$ cat config.mk
export PLATFORM = sky130hd
export DESIGN_NAME = timer_capture_fifo
export DESIGN_NICKNAME = d
export VERILOG_FILES = /design/src/rtl/timer_pkg.sv /design/src/rtl/timer_fifo_mem.sv /design/src/rtl/timer_capture_fifo.sv
export SDC_FILE = /design/constraint.sdc
export NUM_CORES = 1
export LEC_CHECK = 0
export BUFFER_PORTS_ARGS = -buffer_cell sky130_fd_sc_hd__buf_2
export CAP_MARGIN = 30
export CORE_MARGIN = 1
export CORE_UTILIZATION = 59
export CTS_CLUSTER_DIAMETER = 40
export CTS_CLUSTER_SIZE = 40
export DETAILED_ROUTE_END_ITERATION = 8
export GPL_TIMING_DRIVEN = 1
export PLACE_DENSITY = 0.79
export SKIP_CTS_REPAIR_TIMING = 1
export SYNTH_ARGS = -nofsm -noshare
export SYNTH_HDL_FRONTEND = slang
export SYNTH_SLANG_ARGS = --single-unit
$ cat constraint.sdc
create_clock -name clk -period 5.32 [get_ports clk]
set_input_delay 0.532 -clock clk [delete_from_list [all_inputs] [get_ports clk]]
set_output_delay 0.532 -clock clk [all_outputs]
set_load 0.01 [all_outputs]
$ cat src/rtl/timer_pkg.sv
// Shared types and helpers for the timer capture path.
package timer_pkg;

  localparam int unsigned TIMER_DW = 32;

  // FIFO entry when interval mode is built in; first marks a raw (non-delta) sample.
  typedef struct packed {
    logic [TIMER_DW-1:0] data;
    logic                first;
  } cap_entry_t;

  function automatic int unsigned lvl_w(input int unsigned depth);
    return $clog2(depth + 1);
  endfunction

endpackage

$ cat src/rtl/timer_fifo_mem.sv
// DEPTH x W register array: one synchronous write port, one combinational read port.
module timer_fifo_mem #(
  parameter int unsigned DEPTH = 8,
  parameter int unsigned W     = 32,
  localparam int unsigned AW   = $clog2(DEPTH)
) (
  input  logic          clk,
  input  logic          wr_en,
  input  logic [AW-1:0] wr_addr,
  input  logic [W-1:0]  wr_data,
  input  logic [AW-1:0] rd_addr,
  output logic [W-1:0]  rd_data
);

  logic [W-1:0] mem [DEPTH];

  // Storage is left unreset; the top masks the head while empty.
  always_ff @(posedge clk) begin
    if (wr_en) mem[wr_addr] <= wr_data;
  end

  assign rd_data = mem[rd_addr];

endmodule

$ cat src/rtl/timer_capture_fifo.sv
// Capture FIFO with level, threshold irq and sticky overflow status.
// Build option TIMER_CAP_DELTA_EN stores capture intervals and adds first_o.
module timer_capture_fifo
  import timer_pkg::*;
#(
  parameter int unsigned DEPTH = 8,
  parameter int unsigned DW    = TIMER_DW
) (
  input  logic                      clk,
  input  logic                      rst_n,
  input  logic                      en,
  input  logic                      clr,
  input  logic                      dir,
  input  logic [DW-1:0]             cap_val,
  input  logic                      cap_stb,
  input  logic [lvl_w(DEPTH)-1:0]   thr,
  input  logic                      rd_en,
  output logic [DW-1:0]             rd_data,
  output logic                      empty,
  output logic                      full,
  output logic [lvl_w(DEPTH)-1:0]   level,
  output logic                      ovf,
  output logic                      irq
`ifdef TIMER_CAP_DELTA_EN
  ,
  output logic                      first_o
`endif
);

  localparam int unsigned LW = lvl_w(DEPTH);
  localparam int unsigned AW = $clog2(DEPTH);
`ifdef TIMER_CAP_DELTA_EN
  localparam int unsigned EW = $bits(cap_entry_t);
`else
  localparam int unsigned EW = DW;
`endif

  logic [AW-1:0] wr_ptr, rd_ptr;
  logic [LW-1:0] lvl_nxt;
  logic          push_req, do_push, do_pop;
  logic [EW-1:0] wr_word, rd_word;

  // Push/pop qualification; a pop frees the slot for a simultaneous push when full.
  always_comb begin
    push_req = cap_stb & en & ~clr;
    do_pop   = rd_en & ~empty & ~clr;
    do_push  = push_req & (~full | do_pop);
    lvl_nxt  = level;
    if (clr)                   lvl_nxt = '0;
    else if (do_push & ~do_pop) lvl_nxt = level + LW'(1);
    else if (do_pop & ~do_push) lvl_nxt = level - LW'(1);
  end

  always_ff @(posedge clk or negedge rst_n) begin
    if (!rst_n) begin
      wr_ptr <= '0;
      rd_ptr <= '0;
      level  <= '0;
      empty  <= 1'b1;
      full   <= 1'b0;
      ovf    <= 1'b0;
      irq    <= 1'b0;
    end else begin
      wr_ptr <= clr ? '0 : (do_push ? wr_ptr + AW'(1) : wr_ptr);
      rd_ptr <= clr ? '0 : (do_pop  ? rd_ptr + AW'(1) : rd_ptr);
      level  <= lvl_nxt;
      empty  <= (lvl_nxt == '0);
      full   <= (lvl_nxt == LW'(DEPTH));
      ovf    <= clr ? 1'b0 : (ovf | (push_req & full & ~do_pop));
      irq    <= (thr != '0) && (lvl_nxt >= thr);
    end
  end

`ifdef TIMER_CAP_DELTA_EN
  logic [DW-1:0] prev;
  logic          have_prev;
  cap_entry_t    wr_entry, rd_entry;

  always_comb begin
    wr_entry.first = ~have_prev;
    wr_entry.data  = have_prev ? (dir ? cap_val - prev : prev - cap_val) : cap_val;
    wr_word        = wr_entry;
    rd_entry       = cap_entry_t'(rd_word);
  end

  // prev tracks every strobe that reaches the FIFO, dropped or not, so intervals stay exact.
  always_ff @(posedge clk or negedge rst_n) begin
    if (!rst_n) begin
      prev      <= '0;
      have_prev <= 1'b0;
    end else if (clr) begin
      have_prev <= 1'b0;
    end else if (push_req) begin
      prev      <= cap_val;
      have_prev <= 1'b1;
    end
  end

  assign rd_data = empty ? '0 : rd_entry.data;
  assign first_o = ~empty & rd_entry.first;
`else
  logic unused_dir;
  assign unused_dir = dir;
  assign wr_word    = cap_val;
  assign rd_data    = empty ? '0 : rd_word;
`endif

  timer_fifo_mem #(
    .DEPTH (DEPTH),
    .W     (EW)
  ) u_mem (
    .clk     (clk),
    .wr_en   (do_push),
    .wr_addr (wr_ptr),
    .wr_data (wr_word),
    .rd_addr (rd_ptr),
    .rd_data (rd_word)
  );

endmodule

==> results of run 1 <==
## power by group through the flow
stage | registers (µW) | logic, µW | clock network, µW
after floorplan | 2430 | 513 | 0
after global placement | 2550 | 565 | 0
after detailed placement | 2510 | 638 | 0
after CTS | 2460 | 648 | 2130
after global routing | 2470 | 691 | 2200
final | 2460 | 637 | 2110
## per-layer routing
layer / wire (µm) / up-vias / global-route usage / part of all wire
met5: 10 / - / 0 / 0.00050
met4: 642 / 2 / 0.0951 / 0.032
met2: 10700 / 173 / 0.396 / 0.53
li1: - / 2232 / - / -
met1: 7710 / 2602 / 0.288 / 0.38
met3: 1150 / 48 / 0.0399 / 0.057
## cell type report
type	instances	area [µm²]
Sequential cell	270	8050
Fill cell	1007	5090
Multi-Input combinational cell	198	2460
Clock buffer	30	729
Timing Repair Buffer	97	561
Clock inverter	24	293
Tap cell	225	282
Inverter	5	18.8
## flip-flops by register name, summed over array words and instances, names as in the netlist
signal,flops
u_mem.mem,256
level,4
rd_ptr,3
wr_ptr,3
empty,1
full,1
irq,1
ovf,1
## layout by cell type (no fill, tap or decap), types with 2 or more instances in the layout
master      synthesis  layout
a21o_1              2       2
nor2_1             45      44
nor3_2              2       3
inv_1               5       5
dfrtp_2             0       2
nand2b_1            2       2
xnor2_1             3       3
a21oi_1             4       4
buf_2              10      81
mux2_4              2       2
nor3b_2             1       4
clkinv_1            0       3
inv_6               0       6
ha_1                8       8
clkinvlp_4          0       3
nor2b_4             1       2
clkinv_4            0       4
buf_4               0      13
nor4_1              2       2
xor2_1              2       2
clkinv_2            0       2
mux4_2             64      64
edfxtp_1          256     256
nor2b_1             4       3
mux2i_1            33      33
clkbuf_16           0      29
nand2_1             6       6
bufinv_16           0       5
and3b_2             0       2
dfrtp_1            13      10
## worst reg2reg max path: stages, from the launching register on
cell and delay [ps]:
dfstp_2 1130, nand2b_4 320, a21oi_4 50, nor2_1 240, xnor2_1 190, nand2b_1 100
ha_1 270, nand2b_1 140, a21o_1 170, a21o_1 160, a21oi_1 130, nor2_1 50
## kinds of logic after synthesis
family / synth area share
compound gates: 0.00941
xor+xnor: 0.00412
fa+ha+maj: 0.00941
buf+inv: 0.0164
flops: 0.756
mux: 0.170
simple gates: 0.0344
## path summary, 6_finish.rpt
check	startpoint	to	depth (start not counted)	slack (ps)
max	rd_ptr[1]	rd_data[12]	5	1880
min	cap_val[23]	u_mem.mem[2][23]	1	250
min in group asynchronous	rst_n	level[1]	2	440
max in group asynchronous	rst_n	empty	2	4580
max reg2reg	empty	irq	11	2250
min reg2reg	ovf	ovf	2	550
## stage by stage
stage	hold WS, ps	setup WS [ps]	area, µm²	total power (µW)	instances
6_report	250	1880	12400	5200	849
5_1_grt	245	1750	12400	5360	849
4_1_cts	-109	1850	12400	5240	847
3_5_place_dp	454	2260	11300	3140	793
3_3_place_gp	438	2210	11300	3110	792
2_1_floorplan	236	1310	10600	2940	497
==> results.txt, run 1 <==
Status: finished, final reports clean
Synth warn: 0
First-pass GRT wire length: 30.5 mm
Top-area cell type share of the netlist area: 0.723
Setup violators final: 0
Crit path time final: 3440 ps
Full die area: 18600 µm²
Synthesized area: 10600 µm²
WL per Instance: 23.8 µm
# DRC: 0
Seq cells post-synth: 270
Htree depth: 1
Routed vias: 5057
Bufs on Longest Clock Path: 3
Worst EP arrival: 2900 ps
CP cell instances: buf_4 > mux4_2 > mux2i_1 > nor2_1 > buf_2
Hpwl dp: 10.8 mm
Worst-Margin Slew: 970 ps
Clock Sinks: 270
Slowest CP cell: dfrtp_2
Synth Net Count: 548
Predominant post-synthesis flop cell: edfxtp_1
Drt first-iter violations: 332
Worst path bufs/invs: 2
Synth unique cells: 37
Top cells by area in the synthesized netlist: edfxtp_1 72%, mux4_2 14%, mux2i_1 3.1%
Worst Hold Class: in2reg
Sequential share of power: 0.472
Largest net degree at the start of global routing: 39
Internal Power: 3960 µW
Critical Path RT: 4790 ps
Final Hold Fails: 0
Top delay family on crit path: flip-flops
CTS buffer count: 29
Clock power frac: 0.405
Final Skew: 12.4 ps
N_diodes: 0
Post-route ant nets: 0
Number of port buffers: 81
Initial Util: 0.609
Sw Share: 0.240
CTS tree: yes
# rows: 48
Routability congestion estimate: 0.805
DR vias/cell: 5.96
Die X: 136 µm
All-Layer GR Usage: 0.229
Post-route core utilization: 0.709
Leakage: 0.00415 µW
# IOs: 83
Register area share after synthesis: 0.756
Reg clk slew, reported paths: 60 ps
Worst skew pair latency: 550 ps
Mapped Avg Cell Area: 21.4 µm²
TNS Setup: 0 ps
DRT Pass-1 Iters: 5
Initial antenna violation count: 1
Layout cells sized above 1: 0.375
Most frequent cell after synthesis: edfxtp_1
Slew Viols, Final: 0
Async SR Flop Fraction: 0.0519
RSZ-0062 raised after global routing: false
Die height: 136 µm
Routed WL: 20.2 mm
Critical Path Max Stage Delay: 940 ps
Number of global-route vias before repair: 5384
CP Launch Type: register
Pwr/cell area: 420 nW/µm²
Crit share post-route: 0.646
Commonest cells post-synth: 256 x edfxtp_1, 64 x mux4_2, 45 x nor2_1
Total of max-cap violations: 0
Mapped Cells: 497
Fin nets: 652
EDFF count, synth: 256
Root Buffer: clkbuf_16
Synth area leader: edfxtp_1
Total global routing overflow: 0
CORE AREA: 17500 µm²
Max IR drop VDD: 343 µV
Highest Clock Rate: 291 MHz
CP max FO: 34
Max transition margin: 0.353
Comb pwr share: 0.122
Crit end category: primary output
Area Growth Syn to Fin: 16.5%
Switching power: 1250 µW
Critical path class: reg2out
Note: power is estimated with default switching activity, not from simulation.
==> inputs of run 2 (changes only) <==
--- a/config.mk
+++ b/config.mk
@@ -5,15 +5,16 @@
 export SDC_FILE = /design/constraint.sdc
 export NUM_CORES = 1
 export LEC_CHECK = 0
+export ABC_AREA = 1
 export BUFFER_PORTS_ARGS = -buffer_cell sky130_fd_sc_hd__buf_2
 export CAP_MARGIN = 30
 export CORE_MARGIN = 1
-export CORE_UTILIZATION = 59
+export CORE_UTILIZATION = 60
 export CTS_CLUSTER_DIAMETER = 40
 export CTS_CLUSTER_SIZE = 40
 export DETAILED_ROUTE_END_ITERATION = 8
 export GPL_TIMING_DRIVEN = 1
-export PLACE_DENSITY = 0.79
+export PLACE_DENSITY = 0.8
 export SKIP_CTS_REPAIR_TIMING = 1
 export SYNTH_ARGS = -nofsm -noshare
 export SYNTH_HDL_FRONTEND = slang
==> constraint.sdc (replaced) <==
create_clock -name clk -period 3.6 [get_ports clk]
set_input_delay 0.36 -clock clk [delete_from_list [all_inputs] [get_ports clk]]
set_output_delay 0.36 -clock clk [all_outputs]
set_load 0.01 [all_outputs]
==> run 2 against run 1 <==
Power grew 42%. Synthesized cell count grew 77%. First-iteration DRC count grew 120%. Sequential cell count is the same. Largest power group unchanged.
==> results.txt, run 2 <==
Worst EP arrival: 2710 ps (-190 ps)
Bufs on Longest Clock Path: 3 (unchanged)
Reg with most FFs: u_mem.mem
Routability congestion estimate: 0.864 (+7.3%)
Critical path class: reg2out
Setup violators final: 0 (unchanged)
Crit path time final: 3070 ps
Synth warn: 0 (unchanged)
Mapped Avg Cell Area: 12.4 µm² (-42%)
Final Skew: 14.9 ps (+2.46 ps)
Synth unique cells: 28 (-24%)
CP cell instances: clkinv_2 > buf_12 > nor2_1 > o32ai_1 > nor2_1 > nor2_1 > buf_2
CORE AREA: 17900 µm² (+2.4%)
Routed vias: 7146 (+41%)
Leakage: 0.00456 µW (+9.8%)
M1 wire length: 8.74 mm (+13%)
Pwr/cell area: 583 nW/µm² (+39%)
Fin cells: 1217 (+43%)
Clock Sinks: 270 (unchanged)
DR WL met3: 1.56 mm (+35%)
Critical Path Max Stage Delay: 680 ps (-260 ps)
# rows: 49 (+2.1%)
Reg2reg path depth: 8 (-3)
Synth area leader: edfxtp_1
Crit end category: primary output
Top-area cell type share of the netlist area: 0.702 (-0.0210)
Synthesized area: 11000 µm² (+3.0%)
Reg-to-reg slack, setup: 1260 ps (-990 ps)
Worst skew pair latency: 550 ps (about the same)
Total global routing overflow: 0 (unchanged)
Slowest CP cell: dfrtp_4
Htree depth: 1 (unchanged)
Reg clk slew, reported paths: 60 ps (about the same)
Synth Net Count: 933 (+70%)
CP max FO: 96 (+180%)
# DRC: 0 (unchanged)
RSZ-0062 raised after global routing: false
CTS tree: yes
Crit share post-route: 0.852
Drt first-iter violations: 734 (+120%)
Highest Clock Rate: 326 MHz
Slew Viols, Final: 0 (unchanged)
Top delay family on crit path: buffers and inverters
Placed instance count: 1159 (+46%)
CP Launch Type: register
All-Layer GR Usage: 0.251 (+0.0220)
Power consumption: 7380 µW (+42%)
Initial Util: 0.612 (+0.00329)
Seq cells post-synth: 270 (unchanged)
Number of global-route vias before repair: 6933 (+29%)
Post-route ant nets: 0 (unchanged)
Worst-Margin Slew: 674 ps (-296 ps)
Top cells by area in the synthesized netlist: edfxtp_1 70%, nor2_1 9.2%, o21ai_0 7.2%
Most used cell, CP: nor2_1
CTS buffer count: 29 (unchanged)
Max transition margin: 0.549 (+0.196)
# IOs: 83 (unchanged)
Routed met2 length: 12.1 mm (+14%)
Critical path depth: 7 (+2)
Largest net degree at the start of global routing: 97 (+150%)
Layout cells sized above 1: 0.170 (-0.205)
Most frequent cells in the layout: 263 x nor2_1, 256 x edfxtp_1, 158 x o21ai_0, 81 x buf_2, 32 x o32ai_1
Root Buffer: clkbuf_16
Highest metal used: met4
Status: finished, final reports clean
Most common cell after layout, fill and taps aside: nor2_1
Worst Hold Class: in2reg
Full die area: 18800 µm² (+1.3%)
Max IR drop VDD: 460 µV (+34%)
Number of port buffers: 81 (unchanged)
TNS Setup: 0 ps (unchanged)
Hpwl dp: 12.3 mm (+14%)
Mapped Cells: 882 (+77%)
Most frequent cell after synthesis: nor2_1
Die height: 137 µm (+0.62%)
Total of max-cap violations: 0 (unchanged)
Fin nets: 1013 (+55%)
Commonest cells post-synth: 269 x nor2_1, 256 x edfxtp_1, 158 x o21ai_0
Initial antenna violation count: 3 (+2)
EDFF count, synth: 256 (unchanged)
Critical Path RT: 3240 ps (-1550 ps)
DR vias/cell: 5.87 (-1.4%)
Fillers: 1141 (+13%)
DRT Pass-1 Iters: 5 (unchanged)
Area Growth Syn to Fin: 15.6%
First-pass GRT wire length: 35.1 mm (+15%)
Routed WL: 23.1 mm (+15%)
Number of flip-flops under the largest register name: 256 (unchanged)
Hold depth: 3 (+2)
Predominant post-synthesis flop cell: edfxtp_1
Biggest regs: u_mem.mem: 256 flops, level: 4 flops
Die X: 137 µm (+0.62%)
Async SR Flop Fraction: 0.0519 (unchanged)
Register area share after synthesis: 0.734 (-0.0219)
WL per Instance: 19.0 µm (-20%)
Final Hold Fails: 0 (unchanged)
Worst path bufs/invs: 3 (+1)
[run 2: cells by family after synthesis]
group,count (synthesis),share of synthesized area
XOR/XNOR,1,0.000800
AO/OA/AOI/OAI,205,0.106
adder cells (fa/ha/maj),8,0.00914
AND/OR/NAND/NOR,319,0.114
flip-flops,270,0.734
buffers and inverters,79,0.0367
[run 2: power by group]
group / leakage, µW / switching (µW) / internal [µW]
logic: 0.00157 / 551 / 288
clock network: 0.000491 / 1310 / 1700
registers: 0.00249 / 53.8 / 3470
total: 0.00456 / 1920 / 5460
[run 2: worst paths after layout]
| check | startpoint | to |
|---|---|---|
| worst max-delay path | rd_ptr[0] | rd_data[15] |
| worst min-delay path | thr[2] | irq |
| worst max register to register | empty | u_mem.mem[2][13] |
| worst min register to register | ovf | ovf |
| max in group asynchronous | rst_n | empty |
| min in group asynchronous | rst_n | full |
[run 2: tightest hold or removal path: cells and delay by family]
kind,cells,cell delay [ps]
buf+inv,2,130
compound gates,1,60
[run 2: stage by stage]
step	setup slack (ps)	utilization	hold slack [ps]	cell area (µm²)
after global placement	1040	0.650	265	11600
after global routing	400	0.707	53.7	12700
after CTS	554	0.706	-305	12600
after floorplan	838	-	64.4	11000
final	534	0.707	42.3	12700
after detailed placement	1030	0.650	268	11600
[run 2: per-layer routing]
| layer | track usage | vias to the layer above |
|---|---|---|
| met5 | 0 | - |
| met2 | 0.441 | 280 |
| met3 | 0.0437 | 61 |
| met4 | 0.109 | 0 |
| li1 | - | 3346 |
| met1 | 0.307 | 3459 |
[run 2: cell type report]
cell class	instances	area [µm²]	area share
clock inverters	23	275	0.0217
repair buffers	101	633	0.0500
flip-flops and latches	270	8050	0.635
clock buffers	31	733	0.0579
well taps	229	287	0.0226
multi-input cells	533	2580	0.204
diodes	3	7.51	0.000593
inverters	27	103	0.00810
